==> src/rtl/mips_data_mem_ctrl.sv <==
// mips_data_mem_ctrl
// Load/store access controller between the MIPS32 memory stage and a
// word-addressed data memory port. It takes one byte/halfword/word request
// at a time and turns it into a single word access. Stores use big-endian
// byte-lane enables and replicated write data. Loads wait for DataMem_Ready
// and return the aligned result, sign- or zero-extended.
//
// Ports
//   clock, reset        rising-edge clock, asynchronous active-high reset
//   req_*               request (valid/we/size/signed/addr/wdata), taken in IDLE
//   busy                high while an access is in flight
//   done                one-cycle completion pulse
//   rdata               load result (valid with done)
//   addr_err, bus_err   error qualifiers (only with done)
//   DataMem_*           word-addressed memory port
//   dbg_state           current FSM state, for observation only
//
// Handshake: a request is taken on any rising edge where req_valid=1 and the
// controller is IDLE. busy=0 (which includes the done cycle) means the
// controller is ready. A load drives DataMem_Read for exactly one cycle. The
// memory then answers with a single-cycle DataMem_Ready pulse and the
// matching DataMem_In. Ready is only honoured in WAIT. Stores are
// fire-and-forget and never wait for DataMem_Ready.
module mips_data_mem_ctrl #(
  parameter int unsigned TIMEOUT = 16
) (
  input  logic        clock,
  input  logic        reset,
  input  logic        req_valid,
  input  logic        req_we,
  input  logic [1:0]  req_size,
  input  logic        req_signed,
  input  logic [31:0] req_addr,
  input  logic [31:0] req_wdata,
  output logic        busy,
  output logic        done,
  output logic [31:0] rdata,
  output logic        addr_err,
  output logic        bus_err,
  output logic        DataMem_Read,
  output logic [3:0]  DataMem_Write,
  output logic [29:0] DataMem_Address,
  output logic [31:0] DataMem_Out,
  input  logic [31:0] DataMem_In,
  input  logic        DataMem_Ready,
  output logic [1:0]  dbg_state
);

  typedef enum logic [1:0] {
    S_IDLE  = 2'd0,
    S_READ  = 2'd1,
    S_WAIT  = 2'd2,
    S_WRITE = 2'd3
  } state_t;

  // Counter value in the last allowed WAIT cycle.
  localparam logic [7:0] TO_LAST = 8'(TIMEOUT - 1);

  state_t      state_q, state_d;
  logic [7:0]  cnt_q, cnt_d;
  logic [1:0]  off_q, off_d;
  logic [1:0]  size_q, size_d;
  logic        signed_q, signed_d;
  logic        done_q, done_d;
  logic        addr_err_q, addr_err_d;
  logic        bus_err_q, bus_err_d;
  logic [31:0] rdata_q, rdata_d;
  logic        rd_q, rd_d;
  logic [3:0]  wr_q, wr_d;
  logic [29:0] maddr_q, maddr_d;
  logic [31:0] mout_q, mout_d;

  logic [3:0]  st_en;
  logic [31:0] st_data;
  logic        misaligned;

  // Pick the addressed byte or halfword out of the big-endian word, then
  // extend it.
  function automatic logic [31:0] fmt_load(input logic [31:0] w,
                                           input logic [1:0]  sz,
                                           input logic [1:0]  k,
                                           input logic        sgn);
    logic [7:0]  b;
    logic [15:0] h;
    logic [31:0] r;
    case (k)
      2'd0:    b = w[31:24];
      2'd1:    b = w[23:16];
      2'd2:    b = w[15:8];
      default: b = w[7:0];
    endcase
    h = k[1] ? w[15:0] : w[31:16];
    case (sz)
      2'b00:   r = sgn ? {{24{b[7]}}, b} : {24'b0, b};
      2'b01:   r = sgn ? {{16{h[15]}}, h} : {16'b0, h};
      default: r = w;
    endcase
    return r;
  endfunction

  // Lane enables and replicated data for a store issued from the live
  // request inputs. These are only used on the accepting edge.
  always_comb begin
    st_en      = 4'b1111;
    st_data    = req_wdata;
    misaligned = 1'b0;
    case (req_size)
      2'b00: begin
        st_en   = 4'b1000 >> req_addr[1:0];
        st_data = {4{req_wdata[7:0]}};
      end
      2'b01: begin
        st_en      = req_addr[1] ? 4'b0011 : 4'b1100;
        st_data    = {2{req_wdata[15:0]}};
        misaligned = req_addr[0];
      end
      2'b10: misaligned = |req_addr[1:0];
      default: misaligned = 1'b1;
    endcase
  end

  always_comb begin
    state_d    = state_q;
    cnt_d      = cnt_q;
    off_d      = off_q;
    size_d     = size_q;
    signed_d   = signed_q;
    maddr_d    = maddr_q;
    done_d     = 1'b0;
    addr_err_d = 1'b0;
    bus_err_d  = 1'b0;
    rdata_d    = 32'h0;
    rd_d       = 1'b0;
    wr_d       = 4'b0000;
    mout_d     = 32'h0;
    case (state_q)
      S_IDLE: begin
        if (req_valid) begin
          off_d    = req_addr[1:0];
          size_d   = req_size;
          signed_d = req_signed;
          if (misaligned) begin
            // Rejected without touching memory. The address port keeps
            // its old value.
            done_d     = 1'b1;
            addr_err_d = 1'b1;
          end else begin
            maddr_d = req_addr[31:2];
            if (req_we) begin
              state_d = S_WRITE;
              wr_d    = st_en;
              mout_d  = st_data;
            end else begin
              state_d = S_READ;
              rd_d    = 1'b1;
            end
          end
        end
      end
      S_READ: begin
        state_d = S_WAIT;
        cnt_d   = 8'd0;
      end
      S_WAIT: begin
        // Ready wins even in the last allowed cycle.
        if (DataMem_Ready) begin
          rdata_d = fmt_load(DataMem_In, size_q, off_q, signed_q);
          done_d  = 1'b1;
          state_d = S_IDLE;
        end else if (cnt_q == TO_LAST) begin
          done_d    = 1'b1;
          bus_err_d = 1'b1;
          state_d   = S_IDLE;
        end else begin
          cnt_d = cnt_q + 8'd1;
        end
      end
      S_WRITE: begin
        done_d  = 1'b1;
        state_d = S_IDLE;
      end
      default: state_d = S_IDLE;
    endcase
  end

  always_ff @(posedge clock or posedge reset) begin
    if (reset) begin
      state_q    <= S_IDLE;
      cnt_q      <= 8'd0;
      off_q      <= 2'd0;
      size_q     <= 2'd0;
      signed_q   <= 1'b0;
      done_q     <= 1'b0;
      addr_err_q <= 1'b0;
      bus_err_q  <= 1'b0;
      rdata_q    <= 32'h0;
      rd_q       <= 1'b0;
      wr_q       <= 4'b0000;
      maddr_q    <= 30'h0;
      mout_q     <= 32'h0;
    end else begin
      state_q    <= state_d;
      cnt_q      <= cnt_d;
      off_q      <= off_d;
      size_q     <= size_d;
      signed_q   <= signed_d;
      done_q     <= done_d;
      addr_err_q <= addr_err_d;
      bus_err_q  <= bus_err_d;
      rdata_q    <= rdata_d;
      rd_q       <= rd_d;
      wr_q       <= wr_d;
      maddr_q    <= maddr_d;
      mout_q     <= mout_d;
    end
  end

  assign busy            = (state_q != S_IDLE);
  assign done            = done_q;
  assign rdata           = rdata_q;
  assign addr_err        = addr_err_q;
  assign bus_err         = bus_err_q;
  assign DataMem_Read    = rd_q;
  assign DataMem_Write   = wr_q;
  assign DataMem_Address = maddr_q;
  assign DataMem_Out     = mout_q;
  assign dbg_state       = state_q;

endmodule
==> config.mk <==
export PLATFORM = sky130hd
export DESIGN_NAME = mips_data_mem_ctrl
export DESIGN_NICKNAME = d
export VERILOG_FILES = /design/src/rtl/mips_data_mem_ctrl.sv
export SDC_FILE = /design/constraint.sdc
export NUM_CORES = 1
export LEC_CHECK = 0
export ABC_CLOCK_PERIOD_IN_PS = 4400
export CAP_MARGIN = 30
export CELL_PAD_IN_SITES_DETAIL_PLACEMENT = 0
export CELL_PAD_IN_SITES_GLOBAL_PLACEMENT = 1
export CORE_UTILIZATION = 34
export CTS_BUF_LIST = sky130_fd_sc_hd__clkbuf_4 sky130_fd_sc_hd__clkbuf_8
export DETAILED_ROUTE_END_ITERATION = 10
export GPL_ROUTABILITY_DRIVEN = 0
export MAX_ROUTING_LAYER = met4
export PLACE_DENSITY = 0.88
export SLEW_MARGIN = 30
export SYNTH_ARGS = -nofsm -noshare
export SYNTH_HDL_FRONTEND = slang
export SYNTH_SLANG_ARGS = --single-unit
==> constraint.sdc <==
create_clock -name clock -period 4.4 [get_ports clock]
set_clock_uncertainty 0.15 [all_clocks]
set_input_delay 0.66 -clock clock [delete_from_list [all_inputs] [get_ports clock]]
set_output_delay 0.66 -clock clock [all_outputs]
set_load 0.005 [all_outputs]
==> impl_metrics.tcl, run 1 <==
set metrics [dict create \
    cts_tree "yes" \
    ys_ff_latch 117 \
    synth_commonest_cells "dfrtp_1, nand2_1, nor2_1" \
    violations "design-rule violations" \
    io_pins 209 \
    antenna_found_initial 0 \
    synth_area_um2 5170 \
    syn_inst 443 \
    rows 44 \
    grt_pass1_wl_mm 22.6 \
    leakage_nw 3.49 \
    clkLatencyLatePin_ns 0.43 \
    drive_gt1_share_pct 14.2 \
    seq_area_frac_synth_pct 56.6 \
    clk_pin_slew_ns 0.07 \
    place_hpwl_mm 10.3 \
    async_reset_ff_share_pct 100 \
    cts-hold-fix-buffers 0 \
    crit_start "dbg_state[0]" \
    clockRootBuffer "clkbuf_8" \
    cp.required_ns 3.59 \
    worst_pin_slew_ns 0.944 \
    grt_pass1_vias 4384 \
    stdcell_area_um2 7730 \
    clock_sinks 117 \
    path_class "flip-flop to output pin" \
    setup_tns_ns 0 \
    synth_most_common_cell "dfrtp_1" \
    p_int_mw 2.44 \
    numCtsBuffers 17 \
    hold_start "DataMem_Address[10]" \
    ir_worst_vdd_uv 186 \
    reg2reg_from "off_q[1]" \
    rsz0062_at_grt "false" \
    ctsLongestPathBuffers 2 \
    cts_resized 0 \
    switching_power_mw 0.952 \
    swShare_pct 28.1 \
    synth_edf_count 0 \
    nNetsFinal 754 \
    fin_worst_hold_slack_ns 0.357 \
    synth_top_area_cell "dfrtp_1" \
    period_share_pct 57.9 \
    dpl_cell_area_um2 7330 \
    io_buffers 208 \
    postLayoutCoreUtil_pct 52.6 \
    start_util_pct 35.2 \
    cp-start-kind "flip-flop" \
    fmax_mhz 392 \
    final_hold_viol_count 0 \
    clockPowerShare_pct 28.3 \
    diodes 0 \
    arrival_ns 1.74 \
    ant_nets 0 \
    synthFlopType "dfrtp_1" \
    grt_max_degree 71 \
    syn2layout_area_growth_pct 49.6 \
    grt_remaining_overflow 0 \
    die_area_um2 15700 \
    firstDrtPassIters 10 \
    min_period_ns 2.55 \
    drt_wl_total_mm 14.2 \
    cp_max_fo 11 \
    pwr-share-seq_pct 41.9 \
    chipWidth_um 125 \
    hold_path.class "flip-flop to flip-flop" \
    synth_area_leaders "dfrtp_1, mux2_4, mux2i_1" \
    setup_viol 0 \
    routed_via_density 4.91 \
    core_area_um2 14700 \
    yosysUniqueCellTypes 53 \
    grt.total_usage_pct 19.4 \
    drv_slew 0 \
    wl_per_cell_um 16.8 \
    avgSynthCellArea_um2 11.7 \
    cts_htree_levels 4 \
    drc 17 \
    p_total_mw 3.39 \
    ys_warn_count 0 \
    pwr_density_cell_nw_per_um2 438 \
    vias 4155 \
    reg2regPathDepth 4 \
    initialDrtViolationCount 215 \
    status "complete, but fails checks" \
    cts_setup_buffers 0 \
    setup.worst_path.end_class "output pin" \
    synth.top_cell.area_share_pct 56.6 \
    min_delay_path_depth 1 \
    slew_headroom_pct 37.1 \
    cap_violations 0 \
    syn_nets 548 \
    die_h_um 125 \
    share_comb_of_total_power_pct 29.9 \
]
==> layout make-up <==
| class | count | area (um2) |
|---|---|---|
| fillers | 1289 | 6970 |
| flip-flops and latches | 117 | 2930 |
| repair buffers | 211 | 2120 |
| multi-input cells | 297 | 2040 |
| clock buffers | 24 | 318 |
| well taps | 184 | 230 |
| clock inverters | 8 | 72.6 |
| inverters | 5 | 23.8 |
==> power by group through the flow <==
| stage | clock (mW) | sequential [mW] | combinational [mW] |
|---|---|---|---|
| after global placement | 0 | 1.43 | 0.995 |
| after detailed placement | 0 | 1.44 | 1.02 |
| after global routing | 1.03 | 1.44 | 1.10 |
| after CTS | 0.994 | 1.42 | 1.02 |
| final | 0.958 | 1.42 | 1.01 |
| after floorplan | 0 | 1.39 | 0.539 |
==> logic make-up (layout without fill, tap and decap cells) <==
family | count (synthesis) | count (layout) | share of synthesized area [%]
xor+xnor | 2 | 2 | 0.339
flops | 117 | 117 | 56.6
fa+ha+maj | 1 | 1 | 0.242
simple gates | 153 | 153 | 14.3
mux | 63 | 63 | 15.2
buf+inv | 29 | 248 | 3.92
compound gates | 78 | 78 | 9.32
==> placed cells by master (no fill, tap or decap), types with 4 or more instances in the layout <==
cell	count
mux2_2	13
o22ai_1	6
clkinv_2	4
a221oi_1	6
o21ai_0	22
nand2b_1	4
and3_1	4
nand3_1	4
clkdlybuf4s50_1	208
mux2i_1	22
nand2_1	57
dfrtp_1	117
clkbuf_8	22
and2_1	9
mux2_4	28
nor3_1	9
a21oi_1	30
nor2_1	43
==> registers in the layout (all words and copies together), names as in the netlist <==
signal,flops
rdata,32
dbg_state,2
size_q,2
cnt_q,8
bus_err,1
DataMem_Out,32
off_q,2
DataMem_Write,4
done,1
addr_err,1
DataMem_Address,30
DataMem_Read,1
signed_q,1
==> worst max-delay path, cell delays in order (launching register included) <==
cell,delay (ns)
dfrtp_1,0.53
or2_2,0.34
clkdlybuf4s50_1,0.44
==> per-stage QoR <==
stage | cells | setup slack, ns
finish | 846 | 1.85
global route | 846 | 1.60
CTS | 846 | 1.80
detailed placement | 814 | 1.48
global placement | 814 | 1.52
floorplan | 443 | 0.489
==> path summary, 6_finish.rpt <==
| path | end | slack (ns) |
|---|---|---|
| max | busy | 1.85 |
| max in group asynchronous | DataMem_Address[17] | 2.84 |
| min reg2reg | DataMem_Address[10] | 0.36 |
| max reg2reg | rdata[19] | 1.93 |
| min | DataMem_Address[10] | 0.36 |
| min in group asynchronous | DataMem_Address[15] | 0.56 |
==> per-layer routing <==
| metal | vias up | routed length [um] | share of wire [%] | global-route usage (%) |
|---|---|---|---|---|
| li1 | 1944 | - | - | - |
| met1 | 1992 | 5890 | 41 | 21.9 |
| met2 | 194 | 6810 | 48 | 30.2 |
| met3 | 25 | 1280 | 9.0 | 8.09 |
| met4 | 0 | 255 | 1.8 | 8.46 |
| met5 | - | 0 | 0 | - |
(Power assumes the default switching activity.)
==> run 2, diff against run 1 <==
--- a/config.mk
+++ b/config.mk
@@ -5,7 +5,7 @@
 export SDC_FILE = /design/constraint.sdc
 export NUM_CORES = 1
 export LEC_CHECK = 0
-export ABC_CLOCK_PERIOD_IN_PS = 4400
+export ABC_CLOCK_PERIOD_IN_PS = 2400
 export CAP_MARGIN = 30
 export CELL_PAD_IN_SITES_DETAIL_PLACEMENT = 0
 export CELL_PAD_IN_SITES_GLOBAL_PLACEMENT = 1
==> constraint.sdc (replaced) <==
create_clock -name clock -period 2.4 [get_ports clock]
set_clock_uncertainty 0.15 [all_clocks]
set_input_delay 0.36 -clock clock [delete_from_list [all_inputs] [get_ports clock]]
set_output_delay 0.36 -clock clock [all_outputs]
set_load 0.005 [all_outputs]
==> impl_metrics.tcl, run 2 (synthesized netlist as in run 1, its figures left out) <==
set metrics [dict create \
    reg2reg_from "size_q[1]" \
    cap_violations 0 \
    setup_tns_ns 0 \
    grt_max_degree 47 \
    ant_nets 0 \
    hold_path.class "input pin to async pin" \
    final_cell_mix "clkdlybuf4s50_1, dfrtp_1, nand2_1, nor2_1, a21oi_1" \
    ir_worst_vdd_uv 357 \
    post-place-cells 831 \
    path_class "flip-flop to output pin" \
    rows 44 \
    grt.total_usage_pct 19.6 \
    grt_pass1_vias 4403 \
    diodes 0 \
    numCtsBuffers 17 \
    reg2reg_to "rdata[0]" \
    core_area_um2 14700 \
    final_hold_viol_count 0 \
    cpPeakStageDelay_ns 0.52 \
    cpMaxStageDelayCell "dfrtp_1" \
    reg2reg_slack_ns 0.33 \
    firstDrtPassIters 8 \
    drc 18 \
    cp.required_ns 1.89 \
    switching_power_mw 1.76 \
    worst_pin_slew_ns 0.551 \
    ctsLongestPathBuffers 2 \
    slew_headroom_pct 63.2 \
    cp-start-kind "flip-flop" \
    fin_worst_hold_slack_ns 0.190 \
    drt_wl_total_mm 14.6 \
    setup_viol 0 \
    nFillCells 1287 \
    p_int_mw 4.68 \
    worstPathCellList "or2_2 -> clkdlybuf4s50_1" \
    clockRootBuffer "clkbuf_8" \
    postLayoutCoreUtil_pct 54.0 \
    drv_slew 0 \
    min_period_ns 2.23 \
    clockPowerShare_pct 29.7 \
    io_buffers 208 \
    fmax_mhz 448 \
    pwr-share-seq_pct 40.0 \
    start_util_pct 35.2 \
    reg2regPathDepth 4 \
    wl_per_cell_um 16.9 \
    leakage_nw 3.60 \
    cts_resized 0 \
    die_h_um 125 \
    instances_no_fill 863 \
    die_area_um2 15700 \
    place_hpwl_mm 11.0 \
    arrival_ns 1.72 \
    status "complete, but fails checks" \
    initialDrtViolationCount 253 \
    cts_tree "yes" \
    cp_max_fo 11 \
    antenna_found_initial 0 \
    p_total_mw 6.45 \
    clkLatencyLatePin_ns 0.43 \
    syn2layout_area_growth_pct 53.5 \
    rsz0062_at_grt "false" \
    cts-hold-fix-buffers 0 \
    pwr_density_cell_nw_per_um2 812 \
    setup.worst_path.end_class "output pin" \
    layout_commonest_cell "clkdlybuf4s50_1" \
    routed_via_density 4.94 \
    clock_sinks 117 \
    grt_remaining_overflow 0 \
    vias 4264 \
    grt_pass1_wl_mm 23.0 \
    swShare_pct 27.3 \
    io_pins 209 \
    cts_setup_buffers 0 \
    cts_htree_levels 4 \
    chipWidth_um 125 \
    violations "design-rule violations" \
    period_share_pct 93.0 \
    nNetsFinal 771 \
    share_comb_of_total_power_pct 30.3 \
    clk_pin_slew_ns 0.06 \
    drive_gt1_share_pct 16.2 \
]
==> run 2: cell count changes in the layout (fill, tap and decap cells not counted), sizes merged <==
cell    delta
inv        -1
clkbuf     -1
buf       +17
bufinv     +2
==> run 2: layer usage <==
metal  wire (um)  global-route usage [%]
met5           0                       -
met4         241                    6.81
met3        1270                    7.23
met2        6890                    31.7
met1        6170                    22.4
==> run 2: worst max-delay path, delay by kind of cell, from the launching register on <==
family	cells	cell delay [ns]
buffers and inverters	1	0.44
and+or+nand+nor	1	0.33
DFF	1	0.52
==> run 2: through the flow <==
stage	setup WS [ns]	area, um2
finish	0.169	7940
detailed placement	0.162	7510
global route	0.0812	7940
CTS	0.110	7940
global placement	0.178	7510
floorplan	0.463	5170
==> run 2: power by group through the flow <==
stage	registers [mW]	clock network, mW	logic [mW]
floorplan	2.55	0	0.988
global placement	2.60	0	1.92
detailed placement	2.61	0	1.96
CTS	2.58	1.97	1.97
global route	2.63	2.06	2.09
finish	2.58	1.91	1.95
==> run 2: layout make-up <==
class | instances | area (um2) | share of cell area (%)
clock buffer | 23 | 298 | 3.75
timing repair buffer | 228 | 2290 | 28.9
sequential | 117 | 2930 | 36.9
tap | 184 | 230 | 2.90
inverter | 5 | 22.5 | 0.284
multi-input combinational | 297 | 2040 | 25.7
clock inverter | 9 | 125 | 1.58
==> run 2: how the worst max path moves through the flow <==
stage | start | to | slack, ns | cells past startpoint
floorplan | reset | DataMem_Address[0] | 0.46 | 1
detailed placement | req_addr[1] | DataMem_Address[9] | 0.16 | 6
global placement | req_addr[1] | DataMem_Address[9] | 0.18 | 6
finish | dbg_state[0] | busy | 0.17 | 2
global route | dbg_state[0] | busy | 0.08 | 2
CTS | dbg_state[0] | busy | 0.11 | 2
